<file path="src/rtl/pong_match_controller.sv">
// Pong match sequencer: owns ball position and direction, paddle and wall
// reflection, scoring and the IDLE/SERVE/PLAY/OVER match state. The ball
// moves at most one step per frame strobe, so the painter never sees a
// half-updated position.
module pong_match_controller #(
    parameter int SCREEN_WIDTH             = 640,
    parameter int SCREEN_HEIGHT            = 480,
    parameter int BALL_SIZE                = 7,
    parameter int PADDLE_HEIGHT            = 100,
    parameter int PADDLE_WIDTH             = 10,
    parameter int PADDLE_HORIZONTAL_OFFSET = 20,
    parameter int BORDER_OFFSET            = 5,
    parameter int SERVE_DELAY_FRAMES       = 60,
    parameter int WIN_SCORE                = 7
) (
    input  logic       clock_25M,
    input  logic       reset,
    input  logic       frame,
    input  logic       start,
    input  logic [9:0] pad_left_position,
    input  logic [9:0] pad_right_position,
    output logic [9:0] ball_x,
    output logic [9:0] ball_y,
    output logic       ball_visible,
    output logic [3:0] score_left,
    output logic [3:0] score_right,
    output logic [1:0] game_state,
    output logic       winner
);

    // Serve counter width; at least one bit even for a one-frame serve.
    localparam int CW = (SERVE_DELAY_FRAMES > 1) ? $clog2(SERVE_DELAY_FRAMES) : 1;
    localparam logic [CW-1:0] SERVE_LAST = CW'(SERVE_DELAY_FRAMES - 1);
    localparam logic [3:0]    WIN        = 4'(WIN_SCORE);

    // Ball home position.
    localparam logic [9:0] CX = 10'((SCREEN_WIDTH - BALL_SIZE) / 2);
    localparam logic [9:0] CY = 10'((SCREEN_HEIGHT - BALL_SIZE) / 2);

    // Geometry in 11 bits so that pad + PADDLE_HEIGHT cannot wrap.
    localparam logic [10:0] X_RIGHT_MISS = 11'(SCREEN_WIDTH - BALL_SIZE);
    localparam logic [10:0] X_LEFT_HIT   = 11'(PADDLE_HORIZONTAL_OFFSET + PADDLE_WIDTH);
    localparam logic [10:0] X_RIGHT_HIT  = 11'(SCREEN_WIDTH - PADDLE_HORIZONTAL_OFFSET
                                               - PADDLE_WIDTH - BALL_SIZE);
    localparam logic [10:0] Y_TOP        = 11'(BORDER_OFFSET);
    localparam logic [10:0] Y_BOTTOM     = 11'(SCREEN_HEIGHT - BORDER_OFFSET - BALL_SIZE);
    localparam logic [10:0] BALL_W       = 11'(BALL_SIZE);
    localparam logic [10:0] PAD_H        = 11'(PADDLE_HEIGHT);

    typedef enum logic [1:0] {
        ST_IDLE  = 2'd0,
        ST_SERVE = 2'd1,
        ST_PLAY  = 2'd2,
        ST_OVER  = 2'd3
    } state_t;

    state_t         state_q, state_d;
    logic [9:0]     x_q, x_d;
    logic [9:0]     y_q, y_d;
    logic           dx_q, dx_d;
    logic           dy_q, dy_d;
    logic [3:0]     score_l_q, score_l_d;
    logic [3:0]     score_r_q, score_r_d;
    logic           winner_q, winner_d;
    logic           visible_q, visible_d;
    logic [CW-1:0]  cnt_q, cnt_d;
    logic           start_q;

    logic           start_rise;
    logic [10:0]    x11, y11, pad_l11, pad_r11;
    logic           miss_left, miss_right;
    logic           hit_left, hit_right;
    logic           hit_top, hit_bottom;
    logic           dx_new, dy_new;
    logic [3:0]     score_l_inc, score_r_inc;

    assign start_rise  = start & ~start_q;

    assign x11         = {1'b0, x_q};
    assign y11         = {1'b0, y_q};
    assign pad_l11     = {1'b0, pad_left_position};
    assign pad_r11     = {1'b0, pad_right_position};

    // Collision terms, evaluated against the current position and the paddle
    // positions sampled this cycle.
    assign miss_left   = ~dx_q && (x11 == 11'd0);
    assign miss_right  =  dx_q && (x11 == X_RIGHT_MISS);
    assign hit_left    = ~dx_q && (x11 == X_LEFT_HIT)
                         && ((y11 + BALL_W) > pad_l11) && (y11 < (pad_l11 + PAD_H));
    assign hit_right   =  dx_q && (x11 == X_RIGHT_HIT)
                         && ((y11 + BALL_W) > pad_r11) && (y11 < (pad_r11 + PAD_H));
    assign hit_top     = ~dy_q && (y11 <= Y_TOP);
    assign hit_bottom  =  dy_q && (y11 >= Y_BOTTOM);

    assign score_l_inc = score_l_q + 4'd1;
    assign score_r_inc = score_r_q + 4'd1;

    // Direction after this frame's reflections; a corner flips both axes.
    always_comb begin
        dx_new = dx_q;
        dy_new = dy_q;
        if (hit_left)   dx_new = 1'b1;
        if (hit_right)  dx_new = 1'b0;
        if (hit_top)    dy_new = 1'b1;
        if (hit_bottom) dy_new = 1'b0;
    end

    // Match sequencing, scoring and ball motion.
    always_comb begin
        state_d   = state_q;
        x_d       = x_q;
        y_d       = y_q;
        dx_d      = dx_q;
        dy_d      = dy_q;
        score_l_d = score_l_q;
        score_r_d = score_r_q;
        winner_d  = winner_q;
        cnt_d     = cnt_q;

        case (state_q)
            ST_IDLE, ST_OVER: begin
                // A frame in the same cycle as the start event is ignored.
                if (start_rise) begin
                    state_d   = ST_SERVE;
                    score_l_d = 4'd0;
                    score_r_d = 4'd0;
                    cnt_d     = '0;
                    x_d       = CX;
                    y_d       = CY;
                    dx_d      = 1'b1;
                end
            end
            ST_SERVE: begin
                if (frame) begin
                    if (cnt_q == SERVE_LAST) begin
                        state_d = ST_PLAY;
                        cnt_d   = '0;
                    end else begin
                        cnt_d = cnt_q + 1'b1;
                    end
                end
            end
            ST_PLAY: begin
                if (frame) begin
                    if (miss_left) begin
                        // Right player scores; ball is not moved this frame.
                        score_r_d = score_r_inc;
                        if (score_r_inc == WIN) begin
                            state_d  = ST_OVER;
                            winner_d = 1'b1;
                        end else begin
                            state_d = ST_SERVE;
                            x_d     = CX;
                            y_d     = CY;
                            cnt_d   = '0;
                            dx_d    = 1'b0;
                        end
                    end else if (miss_right) begin
                        score_l_d = score_l_inc;
                        if (score_l_inc == WIN) begin
                            state_d  = ST_OVER;
                            winner_d = 1'b0;
                        end else begin
                            state_d = ST_SERVE;
                            x_d     = CX;
                            y_d     = CY;
                            cnt_d   = '0;
                            dx_d    = 1'b1;
                        end
                    end else begin
                        // The new direction is applied in the same frame.
                        dx_d = dx_new;
                        dy_d = dy_new;
                        x_d  = dx_new ? (x_q + 10'd1) : (x_q - 10'd1);
                        y_d  = dy_new ? (y_q + 10'd1) : (y_q - 10'd1);
                    end
                end
            end
            default: begin
                state_d = ST_IDLE;
            end
        endcase

        visible_d = (state_d == ST_SERVE) || (state_d == ST_PLAY);
    end

    // State register; reset wins over every other event.
    always_ff @(posedge clock_25M) begin
        if (reset) begin
            state_q   <= ST_IDLE;
            x_q       <= CX;
            y_q       <= CY;
            dx_q      <= 1'b1;
            dy_q      <= 1'b1;
            score_l_q <= 4'd0;
            score_r_q <= 4'd0;
            winner_q  <= 1'b0;
            visible_q <= 1'b0;
            cnt_q     <= '0;
            start_q   <= 1'b0;
        end else begin
            state_q   <= state_d;
            x_q       <= x_d;
            y_q       <= y_d;
            dx_q      <= dx_d;
            dy_q      <= dy_d;
            score_l_q <= score_l_d;
            score_r_q <= score_r_d;
            winner_q  <= winner_d;
            visible_q <= visible_d;
            cnt_q     <= cnt_d;
            start_q   <= start;
        end
    end

    assign ball_x       = x_q;
    assign ball_y       = y_q;
    assign ball_visible = visible_q;
    assign score_left   = score_l_q;
    assign score_right  = score_r_q;
    assign game_state   = state_q;
    assign winner       = winner_q;

endmodule

</file>
<file path="config.mk">
export PLATFORM = sky130hd
export DESIGN_NAME = pong_match_controller
export DESIGN_NICKNAME = d
export VERILOG_FILES = /design/src/rtl/pong_match_controller.sv
export SDC_FILE = /design/constraint.sdc
export NUM_CORES = 1
export LEC_CHECK = 0
export ABC_AREA = 1
export CAP_MARGIN = 20
export CORE_UTILIZATION = 36
export CTS_BUF_LIST = sky130_fd_sc_hd__clkbuf_8
export CTS_CLUSTER_SIZE = 25
export DETAILED_ROUTE_END_ITERATION = 10
export RECOVER_POWER = 25
export SETUP_SLACK_MARGIN = 0.05
export SLEW_MARGIN = 20
export SYNTH_ARGS = -nofsm -noshare
export SYNTH_HDL_FRONTEND = slang
export SYNTH_SLANG_ARGS = --single-unit
export TNS_END_PERCENT = 50
</file>
<file path="constraint.sdc">
create_clock -name clock_25M -period 10.05 [get_ports clock_25M]
set_input_delay 1.5075 -clock clock_25M [delete_from_list [all_inputs] [get_ports clock_25M]]
set_output_delay 1.5075 -clock clock_25M [all_outputs]
set_load 0.01 [all_outputs]
</file>
# Word level (Yosys, flattened, before mapping)
# Index checks and enable logic that the tools add are counted.
# word_totals
out_inout_bits	32
in_bits	24
elab_cells	135
regBits	41
# classes
n_addsub	10
n_eq_ne	22
n_reduce_logical	23
bitwise_logic	6
magnitude_cmp	6
mux	57
# ops
operator	count
10-bit 2-to-1 mux	14
6-bit 2-to-1 mux	8
10-bit case mux with 2 select lines	2
4-bit 2-to-1 mux	6
10-bit by 7-bit adder with 11-bit output, second input constant	2
11-bit by 10-bit greater-than comparator with 1-bit output	2
10-bit by 11-bit less-than comparator with 1-bit output	2
10-bit by 1-bit adder with 10-bit output, second input constant	2
10-bit equality test, second input constant	2
10-bit by 1-bit subtractor with 10-bit output, second input constant	2
6-bit case mux with 3 select lines	1
2-bit 2-to-1 mux	8
4-bit case mux with 2 select lines	2
5-bit AND reduction	3
1-bit 2-to-1 mux	14
2-bit inequality test, second input constant	6
10-bit by 3-bit adder with 11-bit output, second input constant	1
11-bit zero test	1
10-bit by 5-bit equality test with 1-bit output, second input constant	1
10-bit by 9-bit greater-or-equal comparator with 1-bit output, second input constant	1
10-bit by 3-bit less-or-equal comparator with 1-bit output, second input constant	1
1-bit logical AND	10
3-bit inequality test, second input constant	3
4-bit by 1-bit adder with 4-bit output, second input constant	2
17 further kinds	28

# Depth between registers and ports, before layout
# Gate-level depths: netlist of the first run.
# logic_depth
ltp_word	11
ltp_mapped	33
ltp_nobuf	33

# Least setup slack after synthesis of the first run
# Ideal clock, no wire load.
# synth_timing
path_kind	in2reg
from	input port pad_left_position[2]
to	register x_q[8], in the netlist ball_x[8]
path_stages	27
n_path_buf	0
arrival_time_ns	4.564
setup_ns	0.146
required_time_ns	9.904
setup_slack_ns	5.339
path_cell_list	ha_1 > nand2_1 > nand2_1 > o21ai_0 > xor2_1 > ha_1 > a21o_1 > nand4_1 > nand2_1 > nor2_1 > nand2_1 > nor2_1 > nand2_1 > nand2_1 > nand2_2 > fa_1 > nand3_1 > nand2_1 > a21o_1 > nand2_1 > a21oi_1 > nor2_1 > nor2_1 > nor2_1 > nor2_1 > o21ai_0 > o211ai_1
# synth_between
elab_chain_len	10
elab_cells_between_ends	12
classes_between	add/sub (1); order compare (2); mux (7); reduce/logical (2)
# synth_lines
element	line_no	text
start, declared	20	input logic [9:0] pad_left_position,
10-bit by 7-bit adder with 11-bit output or 11-bit by 10-bit greater-than comparator with 1-bit output (tied branches)	89	&& ((y11 + BALL_W) > pad_l11) && (y11 < (pad_l11 + PAD_H));
10-bit by 11-bit less-than comparator with 1-bit output or 1-bit logical AND (tied branches)	89	
1-bit logical AND (*)	89	
1-bit 2-to-1 mux (*)	102	if (hit_left) dx_new = 1'b1;
1-bit 2-to-1 mux (*)	103	if (hit_right) dx_new = 1'b0;
10-bit 2-to-1 mux (*)	174	x_d = dx_new ? (x_q + 10'd1) : (x_q - 10'd1);
10-bit 2-to-1 mux (*)	158	end else if (miss_right) begin
10-bit 2-to-1 mux (*)	145	if (miss_left) begin
10-bit 2-to-1 mux (*)	144	if (frame) begin
10-bit case mux with 2 select lines (*)	120	case (state_q)
end signal, assigned	191	x_q <= CX;
end signal, assigned	203	x_q <= x_d;
end, declared	58	logic [9:0] x_q, x_d;
# Every way passes the cells marked *; elsewhere a longest branch is shown, timed or not. The select of a mux whose other input is x is not followed.
# A chain may end at the register's enable or synchronous reset.

# Final worst setup path of the first run
# Same ends and word-level chain as after synthesis.

==> results of run 1 <==
-- state kept, by name, indices dropped and copies added (netlist names) --
name and flops:
winner 1, ball_x 10, score_left 4, game_state 2, ball_visible 1, dy_q 1
dx_q 1, ball_y 10, start_q 1, cnt_q 6, score_right 4
-- routing by layer --
layer | track usage, % | share of wire, % | vias up
met1 | 22.3 | 47 | 1829
met2 | 32.6 | 48 | 76
met5 | 0 | 0 | -
met4 | 4.50 | 1.2 | 0
met3 | 2.67 | 4.1 | 11
li1 | - | - | 2146
-- power by group --
group | total, W | internal (W) | switching, W
combinational | 0.000632 | 0.000240 | 0.000391
sequential | 0.000230 | 0.000192 | 0.0000381
clock | 0.000110 | 0.0000536 | 0.0000566
total | 0.000972 | 0.000486 | 0.000486
-- cell type report --
class	count	share of cell area, %
multi-input combinational	459	60.0
sequential	41	16.1
timing repair buffer	55	10.8
inverter	104	7.82
tap	143	3.52
clock buffer	6	1.62
clock inverter	1	0.0738
-- synthesized netlist by cell type (4+ instances only) --
library cell and count:
nand2_1 108, inv_1 93, ha_1 68, a21oi_1 47, nor2_1 46, dfxtp_1 41
nand3_1 37, o21ai_0 28, xor2_1 25, nand4_1 14, inv_2 9, nor3_1 8
o211ai_2 6, or2_2 6, xnor2_1 6, nor2_2 4, o211ai_1 4
-- cells by family after synthesis --
kind of cell,after synthesis,share of synthesized area (%)
buffers and inverters,110,10.3
adder cells (fa/ha/maj),70,20.6
XOR/XNOR,31,6.29
AND/OR/NAND/NOR,244,26.9
flip-flops,41,19.0
AO/OA/AOI/OAI,114,16.9
-- worst max path at each step --
stage	to	startpoint	slack (ps)
finish	ball_x[8]$_SDFFE_PP1P_	pad_left_position[2]	4670
global route	ball_x[8]$_SDFFE_PP1P_	pad_left_position[2]	4280
CTS	ball_x[8]$_SDFFE_PP1P_	pad_left_position[2]	4690
detailed placement	ball_x[8]$_SDFFE_PP1P_	pad_left_position[2]	4370
global placement	ball_x[8]$_SDFFE_PP1P_	pad_left_position[2]	4530
floorplan	ball_x[8]$_SDFFE_PP1P_	pad_left_position[2]	5340
-- worst max-delay path: stages --
cell,delay (ps)
clkdlybuf4s50_1,470
ha_1,250
nand2_1,80
nand2_1,90
o21ai_0,230
xor2_1,180
ha_1,260
a21o_1,190
nand4_1,90
nand2_1,50
nor2_1,90
nand2_1,60
nor2_1,80
nand2_1,70
nand2_1,110
nand2_2,190
ha_1,400
a21oi_1,170
nand2_1,90
a21o_1,170
nand2_1,80
a21oi_1,80
nor2_1,90
nor2_1,40
nor2_1,120
nor2_1,50
o21ai_0,160
o211ai_1,100
-- stage by stage --
step	util, %	std cells	area (um2)	hold WS [ps]
6_report	44.0	809	5090	507
5_1_grt	44.0	809	5090	518
4_1_cts	44.0	809	5090	505
3_5_place_dp	43.3	802	5000	490
3_3_place_gp	43.3	802	5000	486
2_1_floorplan	-	610	4320	479
==> results.sh, run 1 <==
export IMPL_ys_warnings_count=0
export IMPL_ys_seq_elements=41
export IMPL_crit_type="input pin to register"
export IMPL_layout_common_cells="nand2_1, inv_1, ha_1, a21oi_1, nor2_1"
export IMPL_drt_wl_total_um=10800
export IMPL_rr_startpoint="ball_y[0]$_SDFFE_PP0P_"
export IMPL_min_period_over_period_pct=53.5
export IMPL_p_leak_nw=2.43
export IMPL_ys_seq_area_share_pct=19.0
export IMPL_report_final_slew_viol_count=0
export IMPL_place_ws_ps=4370
export IMPL_start_util_pct=37.3
export IMPL_drt_initial_drc_count=231
export IMPL_tightest_slew_ps=894
export IMPL_fin_tns_setup_ps=0
export IMPL_synthTopCellsByArea="ha_1, dfxtp_1, nand2_1"
export IMPL_synth_cell_types=49
export IMPL_antenna_found_initial=0
export IMPL_r2r_end="ball_x[8]$_SDFFE_PP1P_"
export IMPL_htree_levels=2
export IMPL_worstPathRequired_ps=10200
export IMPL_dieArea_um2=12400
export IMPL_grt_pass1_vias=4005
export IMPL_chipHeight_um=112
export IMPL_synthFlopType="dfxtp_1"
export IMPL_failed_checks="DRC"
export IMPL_area_growth_pct=17.8
export IMPL_worstSkewPairLatency_ps=300
export IMPL_grt_max_degree=20
export IMPL_io_pins=56
export IMPL_yosysTopAreaCellShare_pct=19.7
export IMPL_grtUsageTotal_pct=18.0
export IMPL_peakVddDrop_v=0.000138
export IMPL_path_max_fanout=12
export IMPL_gp_congestion=0.868
export IMPL_die_width_um=112
export IMPL_via_per_inst=5.02
export IMPL_start_kind="input pin"
export IMPL_final_common_cell="nand2_1"
export IMPL_cap_violations=0
export IMPL_r2r_cells=32
export IMPL_post_cts_buffers=0
export IMPL_via_count=4062
export IMPL_worstHoldPathCells=2
export IMPL_skew_ps=11.0
export IMPL_port_buffers=55
export IMPL_routedWlPerCell_um=13.3
export IMPL_holdBufCountCts=0
export IMPL_pwr_density_cell_nw_per_um2=191
export IMPL_drc=5
export IMPL_rsz0062_at_grt="false"
export IMPL_netlist_area_um2=4320
export IMPL_avgSynthCellArea_um2=7.08
export IMPL_period_minus_slack_ps=5380
export IMPL_hold_viol_final=0
export IMPL_worst_slack_ps=4670
export IMPL_relSlewSlack_pct=40.2
export IMPL_cts_sinks=41
export IMPL_fin_nets=760
export IMPL_status="complete, but fails checks"
export IMPL_cts_resized=0
export IMPL_diodes=0
export IMPL_hpwlAfterDp_um=8580
export IMPL_hold_end="score_right[3]$_SDFFE_PP0P_"
export IMPL_nFillCells=1177
export IMPL_synth_nets=704
export IMPL_fmax_mhz=186
export IMPL_drt_pass1_iter_count=7
export IMPL_setup_viol=0
export IMPL_synth_edf_count=0
export IMPL_clockRootBuffer="clkbuf_8"
export IMPL_clk_pin_slew_ps=80
export IMPL_cts_tree="yes"
export IMPL_r2r_setup_slack_ps=5560
export IMPL_fp_coreArea_um2=11600
export IMPL_finalPower_w=0.000972
export IMPL_crit_path_end_kind="register"
export IMPL_multiInputGateArea_um2=3050
export IMPL_grt_pass1_wl_um=18400
export IMPL_rows=39
export IMPL_crit_arrival_ps=5530
export IMPL_holdCritStartpoint="score_right[3]$_SDFFE_PP0P_"
export IMPL_cts_buffer_depth=2
export IMPL_layout_drive_gt1_share_pct=8.11
export IMPL_yosys_area_top_type="ha_1"
export IMPL_hold_class="register to register"
export IMPL_grt_overflow=0
export IMPL_ant_nets=0
export IMPL_async_reset_ff_share_pct=0
export IMPL_cts_made_buffers=5
export IMPL_syn_inst=610
export IMPL_regArea_um2=821
(Power assumes the default switching activity.)
==> run 2: changes to the inputs <==
==> constraint.sdc (replaced) <==
create_clock -name clock_25M -period 4.3 [get_ports clock_25M]
set_input_delay 0.645 -clock clock_25M [delete_from_list [all_inputs] [get_ports clock_25M]]
set_output_delay 0.645 -clock clock_25M [all_outputs]
set_load 0.01 [all_outputs]
==> run 2 against run 1 <==
The flow still finishes with violations (DRC). Highest routed layer unchanged. Via count up 5.6%. Worst hold slack worse by 7.1 ps. Register-to-register slack got worse by 5100 ps. Largest cell class unchanged. Setup slack worse by 4300 ps. Sequential power grew 120%. Design area grew 7.1%. Die area stayed put. Critical path depth down 4. Power rose to 2.5 times the previous value. Clock-buffer cell count is the same.
==> results.sh, run 2 (same netlist as run 1, synthesis figures left out) <==
export IMPL_p_int_w=0.00125
export IMPL_worstPathRequired_ps=4450
export IMPL_cts_sinks=41
export IMPL_cts_buffer_depth=2
export IMPL_rows=39
export IMPL_cts_made_buffers=5
export IMPL_fin_nets=798
export IMPL_grtUsageTotal_pct=18.5
export IMPL_seqPwrFrac_pct=21.2
export IMPL_area_growth_pct=26.2
export IMPL_clockRootBuffer="clkbuf_8"
export IMPL_start_kind="input pin"
export IMPL_layout_drive_gt1_share_pct=15.2
export IMPL_nFillCells=1179
export IMPL_min_period_over_period_pct=91.9
export IMPL_p_comb_share_pct=67.8
export IMPL_peakVddDrop_v=0.000332
export IMPL_io_pins=56
export IMPL_skew_ps=7.98
export IMPL_gp_congestion=0.862
export IMPL_worst_slack_ps=348
export IMPL_final_common_cell="nand2_1"
export IMPL_diodes=0
export IMPL_cts_tree="yes"
export IMPL_crit_arrival_ps=4110
export IMPL_via_per_inst=5.06
export IMPL_chipHeight_um=112
export IMPL_drc=5
export IMPL_period_minus_slack_ps=3950
export IMPL_hold_viol_final=0
export IMPL_ant_nets=0
export IMPL_layout_common_cells="nand2_1, inv_1, ha_1, a21oi_1, nor2_1"
export IMPL_crit_path_end_kind="register"
export IMPL_pwr_density_cell_nw_per_um2=447
export IMPL_cap_violations=0
export IMPL_r2r_cells=29
export IMPL_die_width_um=112
export IMPL_grt_pass1_vias=4135
export IMPL_place_inst=836
export IMPL_tightest_slew_ps=989
export IMPL_htree_levels=2
export IMPL_grt_pass1_wl_um=18900
export IMPL_grt_max_degree=20
export IMPL_drt_wl_total_um=11300
export IMPL_via_count=4290
export IMPL_grt_overflow=0
export IMPL_drt_pass1_iter_count=10
export IMPL_hold_class="register to register"
export IMPL_antenna_found_initial=0
export IMPL_failed_checks="DRC"
export IMPL_drt_initial_drc_count=214
export IMPL_fp_coreArea_um2=11600
export IMPL_rsz0062_at_grt="true"
export IMPL_whs_ps=500
export IMPL_port_buffers=55
export IMPL_crit_type="input pin to register"
export IMPL_p_leak_nw=2.64
export IMPL_holdBufCountCts=0
export IMPL_relSlewSlack_pct=34.1
export IMPL_setup_viol=0
export IMPL_place_ws_ps=-291
export IMPL_power_net_switching_w=0.00119
export IMPL_dieArea_um2=12400
export IMPL_status="complete, but fails checks"
export IMPL_path_max_fanout=6
export IMPL_fin_tns_setup_ps=0
export IMPL_start_util_pct=37.3
export IMPL_fin_cells=847
export IMPL_routedWlPerCell_um=13.3
export IMPL_fmax_mhz=253
export IMPL_worstSkewPairLatency_ps=300
export IMPL_hpwlAfterDp_um=8980
export IMPL_pwr_share_clk_pct=11.0
export IMPL_worstHoldPathCells=2
export IMPL_clk_pin_slew_ps=80
export IMPL_report_final_slew_viol_count=0
export IMPL_swShare_pct=48.9
## run 2: worst paths after layout
path,slack [ps],end,start
worst min-delay path,500,winner$_SDFFE_PP0P_,winner$_SDFFE_PP0P_
worst max register to register,480,ball_x[5]$_SDFFE_PP1P_,ball_y[1]$_SDFFE_PP0P_
worst min register to register,500,winner$_SDFFE_PP0P_,winner$_SDFFE_PP0P_
worst max-delay path,350,ball_x[5]$_SDFFE_PP1P_,pad_left_position[5]
## run 2: timing repair
item,CTS,global route
resized for setup,1,23
cloned,0,0
setup endpoints to repair,1,5
setup buffers,0,4
pin swaps,0,13
## run 2: final cells by class
type / instances / area [um2] / share of cell area, %
Clock buffer: 6 / 82.6 / 1.52
Clock inverter: 1 / 7.51 / 0.138
Multi-Input combinational cell: 459 / 3120 / 57.3
Sequential cell: 41 / 821 / 15.1
Timing Repair Buffer: 93 / 842 / 15.5
Tap cell: 143 / 179 / 3.28
Inverter: 104 / 394 / 7.23
## run 2: power by group through the flow
stage	logic (W)	registers [W]	clock network [W]
floorplan	0.00114	0.000542	0
global placement	0.00158	0.000523	0
detailed placement	0.00162	0.000524	0
CTS	0.00162	0.000516	0.000277
global route	0.00186	0.000528	0.000289
finish	0.00165	0.000517	0.000267
## run 2: worst max-delay path, cell delays in order
cell and delay [ps]:
clkdlybuf4s50_1 450, inv_1 50, buf_4 140, nand3_1 120, nand3_1 100, xor2_1 160, ha_1 290, nand4_1 120
nor2_1 50, nor2_1 80, nand2_1 70, nor2_1 120, nand2_1 70, nand2_2 90, nand2_4 100, buf_4 170
ha_1 270, inv_1 50, nor3_1 240, a21oi_1 120, buf_4 150, xor2_1 130, o21ai_0 210, o211ai_2 110
## run 2: layer usage
| layer | GRT usage, % | routed length (um) | vias to the layer above |
|---|---|---|---|
| met4 | 5.05 | 177 | 0 |
| met2 | 33.3 | 5360 | 103 |
| met5 | 0 | 0 | - |
| met1 | 23.0 | 5330 | 1936 |
| li1 | - | - | 2230 |
| met3 | 2.34 | 434 | 21 |
## run 2: through the flow
step | instance area [um2] | total power [W] | util [%]
floorplan | 4320 | 0.00168 | -
global placement | 5260 | 0.00211 | 45.5
detailed placement | 5260 | 0.00214 | 45.5
CTS | 5350 | 0.00242 | 46.3
global route | 5450 | 0.00267 | 47.1
finish | 5450 | 0.00244 | 47.1
